<file path="src/rtl/add3_csa_pipe.sv">
// add3_csa_pipe: two-stage pipelined three-operand adder.
// Stage 1 is a carry-save (3:2) compressor. Stage 2 is a carry-propagate adder
// that can also fold in a running accumulator. Both sides use valid/ready.
module add3_csa_pipe #(
  parameter int WIDTH = 4
) (
  input  logic             clk,
  input  logic             rst,
  input  logic [WIDTH-1:0] in1,
  input  logic [WIDTH-1:0] in2,
  input  logic [WIDTH-1:0] in3,
  input  logic             in_acc,
  input  logic             in_valid,
  output logic             in_ready,
  output logic [WIDTH-1:0] out1,
  output logic [1:0]       out_cout,
  output logic             out_valid,
  input  logic             out_ready,
  output logic [WIDTH-1:0] acc_q
);

  // Bitwise sum output of a 3:2 compressor.
  function automatic logic [WIDTH-1:0] csa_sum(input logic [WIDTH-1:0] a,
                                               input logic [WIDTH-1:0] b,
                                               input logic [WIDTH-1:0] c);
    csa_sum = a ^ b ^ c;
  endfunction

  // Bitwise majority (carry) output of a 3:2 compressor.
  function automatic logic [WIDTH-1:0] csa_carry(input logic [WIDTH-1:0] a,
                                                 input logic [WIDTH-1:0] b,
                                                 input logic [WIDTH-1:0] c);
    csa_carry = (a & b) | (a & c) | (b & c);
  endfunction

  // Stage-1 registers.
  logic             v1_q, v1_d;
  logic [WIDTH-1:0] s1_q, s1_d;
  logic [WIDTH-1:0] c1_q, c1_d;
  logic             a1_q, a1_d;

  // Stage-2 registers.
  logic             out_valid_q, out_valid_d;
  logic [WIDTH-1:0] out1_q, out1_d;
  logic [1:0]       out_cout_q, out_cout_d;
  logic [WIDTH-1:0] acc_d;

  // Handshake and datapath intermediates.
  logic             s1_load;
  logic             s2_load;
  logic [WIDTH+1:0] full_sum;

  // Handshake decisions; in_ready depends combinationally on out_ready so a
  // full pipeline can drain and refill in the same cycle.
  always_comb begin
    in_ready = !v1_q || !out_valid_q || out_ready;
    s1_load  = in_valid && in_ready;
    s2_load  = v1_q && (!out_valid_q || out_ready);
  end

  // Carry-propagate add of the compressed pair plus the optional accumulator.
  // WIDTH+2 bits hold the worst case 4*(2^WIDTH-1) without overflow.
  always_comb begin
    full_sum = {2'b00, s1_q} + {1'b0, c1_q, 1'b0};
    if (a1_q) begin
      full_sum = full_sum + {2'b00, acc_q};
    end else begin
      full_sum = full_sum + {(WIDTH+2){1'b0}};
    end
  end

  // Next-state for stage 1: capture the compressed operands on each accepted input.
  always_comb begin
    v1_d = v1_q;
    s1_d = s1_q;
    c1_d = c1_q;
    a1_d = a1_q;
    if (s1_load) begin
      v1_d = 1'b1;
      s1_d = csa_sum(in1, in2, in3);
      c1_d = csa_carry(in1, in2, in3);
      a1_d = in_acc;
    end else if (s2_load) begin
      v1_d = 1'b0;
    end else begin
      v1_d = v1_q;
    end
  end

  // Next-state for stage 2 and the accumulator; the accumulator tracks every
  // result so a back-to-back accumulate sees the immediately preceding sum.
  always_comb begin
    out_valid_d = out_valid_q;
    out1_d      = out1_q;
    out_cout_d  = out_cout_q;
    acc_d       = acc_q;
    if (s2_load) begin
      out_valid_d = 1'b1;
      out1_d      = full_sum[WIDTH-1:0];
      out_cout_d  = full_sum[WIDTH+1:WIDTH];
      acc_d       = full_sum[WIDTH-1:0];
    end else if (out_ready) begin
      out_valid_d = 1'b0;
    end else begin
      out_valid_d = out_valid_q;
    end
  end

  // Pipeline state registers; reset discards all in-flight data.
  always_ff @(posedge clk or posedge rst) begin
    if (rst) begin
      v1_q        <= 1'b0;
      s1_q        <= {WIDTH{1'b0}};
      c1_q        <= {WIDTH{1'b0}};
      a1_q        <= 1'b0;
      out_valid_q <= 1'b0;
      out1_q      <= {WIDTH{1'b0}};
      out_cout_q  <= 2'b00;
      acc_q       <= {WIDTH{1'b0}};
    end else begin
      v1_q        <= v1_d;
      s1_q        <= s1_d;
      c1_q        <= c1_d;
      a1_q        <= a1_d;
      out_valid_q <= out_valid_d;
      out1_q      <= out1_d;
      out_cout_q  <= out_cout_d;
      acc_q       <= acc_d;
    end
  end

  assign out_valid = out_valid_q;
  assign out1      = out1_q;
  assign out_cout  = out_cout_q;

endmodule

</file>
<file path="config.mk">
export PLATFORM = sky130hd
export DESIGN_NAME = add3_csa_pipe
export DESIGN_NICKNAME = d
export VERILOG_FILES = /design/src/rtl/add3_csa_pipe.sv
export SDC_FILE = /design/constraint.sdc
export NUM_CORES = 1
export LEC_CHECK = 0
export ABC_CLOCK_PERIOD_IN_PS = 2200
export CELL_PAD_IN_SITES_DETAIL_PLACEMENT = 0
export CELL_PAD_IN_SITES_GLOBAL_PLACEMENT = 1
export CORE_MARGIN = 5
export CORE_UTILIZATION = 35
export CTS_BUF_LIST = sky130_fd_sc_hd__clkbuf_8
export DETAILED_ROUTE_END_ITERATION = 6
export PLACE_DENSITY = 0.8
export REMOVE_ABC_BUFFERS = 1
export SYNTH_ARGS = -nofsm -noshare
export SYNTH_HDL_FRONTEND = slang
export SYNTH_SLANG_ARGS = --single-unit
</file>
<file path="constraint.sdc">
create_clock -name clk -period 2.2 [get_ports clk]
set_clock_uncertainty 0.15 [all_clocks]
set_input_delay 0.44 -clock clk [delete_from_list [all_inputs] [get_ports clk]]
set_output_delay 0.44 -clock clk [all_outputs]
set_load 0.005 [all_outputs]
</file>
# == Word-level counts from Yosys, hierarchy flattened ==
# Index checks and enable logic that the tools add are counted.
# classes
bitwise_logic,7
n_mux,5
addsub,2
reduce_logical,9
# op_table
cell,n
4-bit AND,3
4-bit bitwise OR,2
4-bit bitwise XOR,2
4-bit by 5-bit adder with 6-bit output,1
6-bit by 4-bit adder with 6-bit output,1
6-bit two-way mux,1
1-bit two-way mux,4
2-bit nonzero test,2
1-bit logical OR,3
1-bit logical AND,2
1-bit zero test,2
# word_totals
regBits,17
in_bits,17
word_cells,30
output_inout_bits,12

# == Logic depth before layout (Yosys ltp) ==
# depth
depth_word,5
mapped_depth,8
depth_no_buf,8

# == Worst setup path before layout ==
# No wires, ideal clock.
# synth_timing
kind,flip-flop to flip-flop
from,register s1_q[1]
to,register out_cout_q[1] (netlist: out_cout[1])
n_path_buf,0
period_less_slack_ps,2401
setup_time_ps,104
setup_slack_ps,-201
path_stages_with_launch,9
arrival_ps,2148
cell_sequence,dfrtp_1 -> ha_1 -> fa_1 -> xor2_1 -> ha_1 -> a21oi_1 -> o21ai_2 -> mux2i_1 -> o41ai_2
# synth_between
elab_chain_len,3
# synth_lines
item,line_no,rtl
"start, declared",38,"logic [WIDTH-1:0] s1_q, s1_d;"
"start signal, assigned",113,s1_q <= {WIDTH{1'b0}};
4-bit by 5-bit adder with 6-bit output (*),64,"full_sum = {2'b00, s1_q} + {1'b0, c1_q, 1'b0};"
6-bit by 4-bit adder with 6-bit output,66,"full_sum = full_sum + {2'b00, acc_q};"
6-bit two-way mux (*),65,if (a1_q) begin
"end signal, assigned",127,out_cout_q <= out_cout_d;
"end, declared",45,"logic [1:0] out_cout_q, out_cout_d;"
# Mark *: on every way between the ends. The rest lies on a longest branch, timed or not.
# A chain may end at the register's enable or synchronous reset.

# == Worst setup path after layout ==
# layout_timing
from,register c1_q[0]
to,register out_cout_q[1] (netlist: out_cout[1])
# layout_between
elab_chain_len,3
# layout_lines
item,line_no,rtl
"start, declared",39,"logic [WIDTH-1:0] c1_q, c1_d;"
"start signal, assigned",114,c1_q <= {WIDTH{1'b0}};
4-bit by 5-bit adder with 6-bit output (*),64,
6-bit by 4-bit adder with 6-bit output,66,
6-bit two-way mux (*),65,
# Marks and branches as above.

==> flow_metrics.env <==
export IMPL_outcome="finished with violations"
export IMPL_violations="setup timing"
export IMPL_nNetsFinal=164
export IMPL_required_ns=2.20
export IMPL_drt_antenna_violating_nets=0
export IMPL_postSynthCellCount=93
export IMPL_yosysWarnings=0
export IMPL_worstPathArrival_ns=2.32
export IMPL_dieArea_mm2=0.004342
export IMPL_critPathMaxStageDelay_ns=0.39
export IMPL_tightest_slew_ns=0.3390
export IMPL_path_cells="ha_2 -> fa_2 -> xor2_4 -> ha_4 -> nand4_1 -> o21ai_2 -> mux2i_1 -> o41ai_2"
export IMPL_synth_simple_gate_area_share=0.08924
export IMPL_fp_row_count=20
export IMPL_drive_above_1_share=0.2748
export IMPL_root_buffer="clkbuf_8"
export IMPL_hold_buffers=0
export IMPL_antenna_found_initial=0
export IMPL_rsz0062_at_grt="yes"
export IMPL_finalSetupTns_ns=-0.1174
export IMPL_cts_sinks=17
export IMPL_hpwl_mm=1.786
export IMPL_wire_per_inst_um=12.36
export IMPL_crit_path_start_kind="register"
export IMPL_wl_met3_um=95
export IMPL_cp_end_kind="register"
export IMPL_drt_iter0_drc=20
export IMPL_wl_met2_mm=1.112
export IMPL_cellPowerDensity_mw_per_mm2=1194
export IMPL_die_x_um=65.90
export IMPL_cap_violations=0
export IMPL_synth_seq_cells=17
export IMPL_relSlewSlack=0.7708
export IMPL_wl_met1_um=910
export IMPL_port_buffers=28
export IMPL_synthesis_area_mm2=0.001094
export IMPL_reg2reg_from="c1_q[0]"
export IMPL_yosysSeqAreaShare=0.3890
export IMPL_synth_compound_area_frac=0.1018
export IMPL_grt_max_degree=18
export IMPL_reg2reg_depth=8
export IMPL_synthMuxAreaShare=0.1293
export IMPL_fin_crit_ns=2.317
export IMPL_timing_rr_end="out_cout[1]"
export IMPL_critPathKind="register to register"
export IMPL_cts_tree="built"
export IMPL_crit_fanout=3
export IMPL_clock_path_buffers=2
export IMPL_drc=0
export IMPL_peakVddDrop_uv=597.0
export IMPL_ios=29
export IMPL_synth_cell_types=24
export IMPL_dpl_worst_slack_ns=-0.2800
export IMPL_grt_overflow_total=0
export IMPL_grt_pass1_wl_mm=3.719
export IMPL_leakagePower_uw=0.0007004
export IMPL_viasPerCell=4.646
export IMPL_critPathSlowestCell="dfrtp_1"
export IMPL_dieHeight_um=65.90
export IMPL_antenna_cells=0
export IMPL_setup_viol=1
export IMPL_rrSetupSlack_ns=-0.12
export IMPL_highest_layer="met4"
export IMPL_worst_path_buf_inv=0
export IMPL_cp_top_family="adder cells"
export IMPL_min_to="out_cout[1]"
export IMPL_grt_pass1_vias=905
export IMPL_finalHoldWorstSlack_ns=0.3480
export IMPL_syn_avg_cell_area_um2=11.76
export IMPL_place_area_mm2=0.001490
export IMPL_hp_class="register to register"
export IMPL_area_delta_synth_final_pct=46.80
export IMPL_htree_levels=1
export IMPL_crit_cells=8
export IMPL_fmax_mhz=431.5
export IMPL_finalHoldViolCount=0
export IMPL_period_share=1.053
export IMPL_synthAdderAreaFrac=0.2128
export IMPL_dr_pass1_iters=4
export IMPL_synth_top_family_by_area="adder cells"
export IMPL_wl_mm=2.163
export IMPL_clk_latency_ns=0.25
export IMPL_start_util=0.3612
export IMPL_final_util=0.5302
export IMPL_clkTransAtPathRegs_ns=0.06
export IMPL_fillCellCount=265
export IMPL_vias=813
export IMPL_hold_path_depth=2
export IMPL_fin_ws_ns=-0.1174
export IMPL_gp_congestion=0.7681
export IMPL_fin_area_mm2=0.001605
export IMPL_core_area_mm2=0.003028
export IMPL_grt_util_all_layers=0.1140
export IMPL_synth_xor_area_frac=0.04005
export IMPL_hp_start="out_cout[1]"
export IMPL_cts_buffers=3
export IMPL_slew_violations=0
## power breakdown
group | internal, µW | leakage, µW | switching, µW
Clock | 124 | 0.0000269 | 103
Sequential | 403 | 0.000201 | 94.4
Combinational | 713 | 0.000473 | 481
## cell type report
cell class	instances	area [µm²]	area share
Inverter	2	7.507	0.004677
Clock inverter	1	3.754	0.002338
Multi-Input combinational cell	69	694.4	0.4326
Sequential cell	17	425.4	0.2650
Tap cell	44	55.05	0.03429
Clock buffer	3	41.29	0.02572
Timing Repair Buffer	39	377.9	0.2354
## what timing repair did
item	4_1_cts	5_1_grt
resized for setup	7	5
buffers inserted	0	0
pin swaps	5	0
endpoints found under the setup margin	4	5
## layer usage
layer / track usage / vias up
met5: 0 / -
met4: 0.06477 / 0
met3: 0.02891 / 4
met2: 0.2090 / 19
met1: 0.1153 / 391
li1: - / 399
## worst max-delay path by stage
stage	startpoint	to	slack, ns
2_1_floorplan	s1_q[1]	out_cout[1]	-0.20
3_3_place_gp	c1_q[0]	out_cout[1]	-0.19
3_5_place_dp	c1_q[0]	out_cout[1]	-0.28
4_1_cts	c1_q[0]	out_cout[1]	-0.12
5_1_grt	s1_q[1]	out_cout[1]	-0.28
6_report	c1_q[0]	out_cout[1]	-0.12
## cells by family after synthesis
kind of cell	after synthesis
adders and majority gates	15
buffers and inverters	7
xor gates and xnor gates	5
DFF	17
AOI/OAI and AO/OA	17
muxes	13
and+or+nand+nor	19
## cell usage after synthesis (all sizes together)
master,instances,share of area
a21o,4,0.029
a21oi,6,0.027
buf,4,0.027
clkbuf,1,0.0034
dfrtp,17,0.39
fa,6,0.11
ha,9,0.10
inv,2,0.0069
mux2,9,0.093
mux2i,4,0.037
nand2,9,0.031
nand2b,4,0.023
nand3b,1,0.0069
nand4,1,0.0057
nand4b,1,0.0080
nor2,2,0.0069
nor4b,1,0.0080
o21ai,6,0.031
o41ai,1,0.015
xnor2,4,0.032
xor2,1,0.0080
## layout by cell type, fill, tap and decap left out
cell,count
clkdlybuf4s50_1,27
dfrtp_1,17
buf_4,10
nand2_1,9
mux2_2,9
ha_1,6
fa_1,5
nand2b_1,4
mux2i_1,4
o21ai_0,4
a21oi_2,3
xnor2_1,3
a21o_1,3
a21oi_1,3
clkbuf_8,3
inv_1,2
nor2_1,2
ha_4,2
a21o_2,1
xor2_4,1
inv_2,1
nand3b_1,1
o21ai_1,1
xnor2_2,1
nand4b_1,1
nand4_1,1
o21ai_2,1
nor4b_1,1
o41ai_2,1
fa_2,1
ha_2,1
dlymetal6s2s_1,1
buf_12,1
## sequential cells by signal, summed over array words and instances, names as in the netlist
register,count
c1_q,4
out1,4
s1_q,4
out_cout,2
a1_q,1
out_valid,1
v1_q,1
## per-stage QoR
stage	std cells	total power [µW]
after floorplan	88	1040
after global placement	171	1465
after detailed placement	171	1520
after CTS	175	1852
after global routing	175	2087
final	175	1917
## worst min-delay path, delay by kind of cell, from the launching register on
kind | cells | cell delay (ns)
simple gates | 1 | 0.07
flops | 1 | 0.35
compound gates | 1 | 0.05
(Power assumes the default switching activity.)
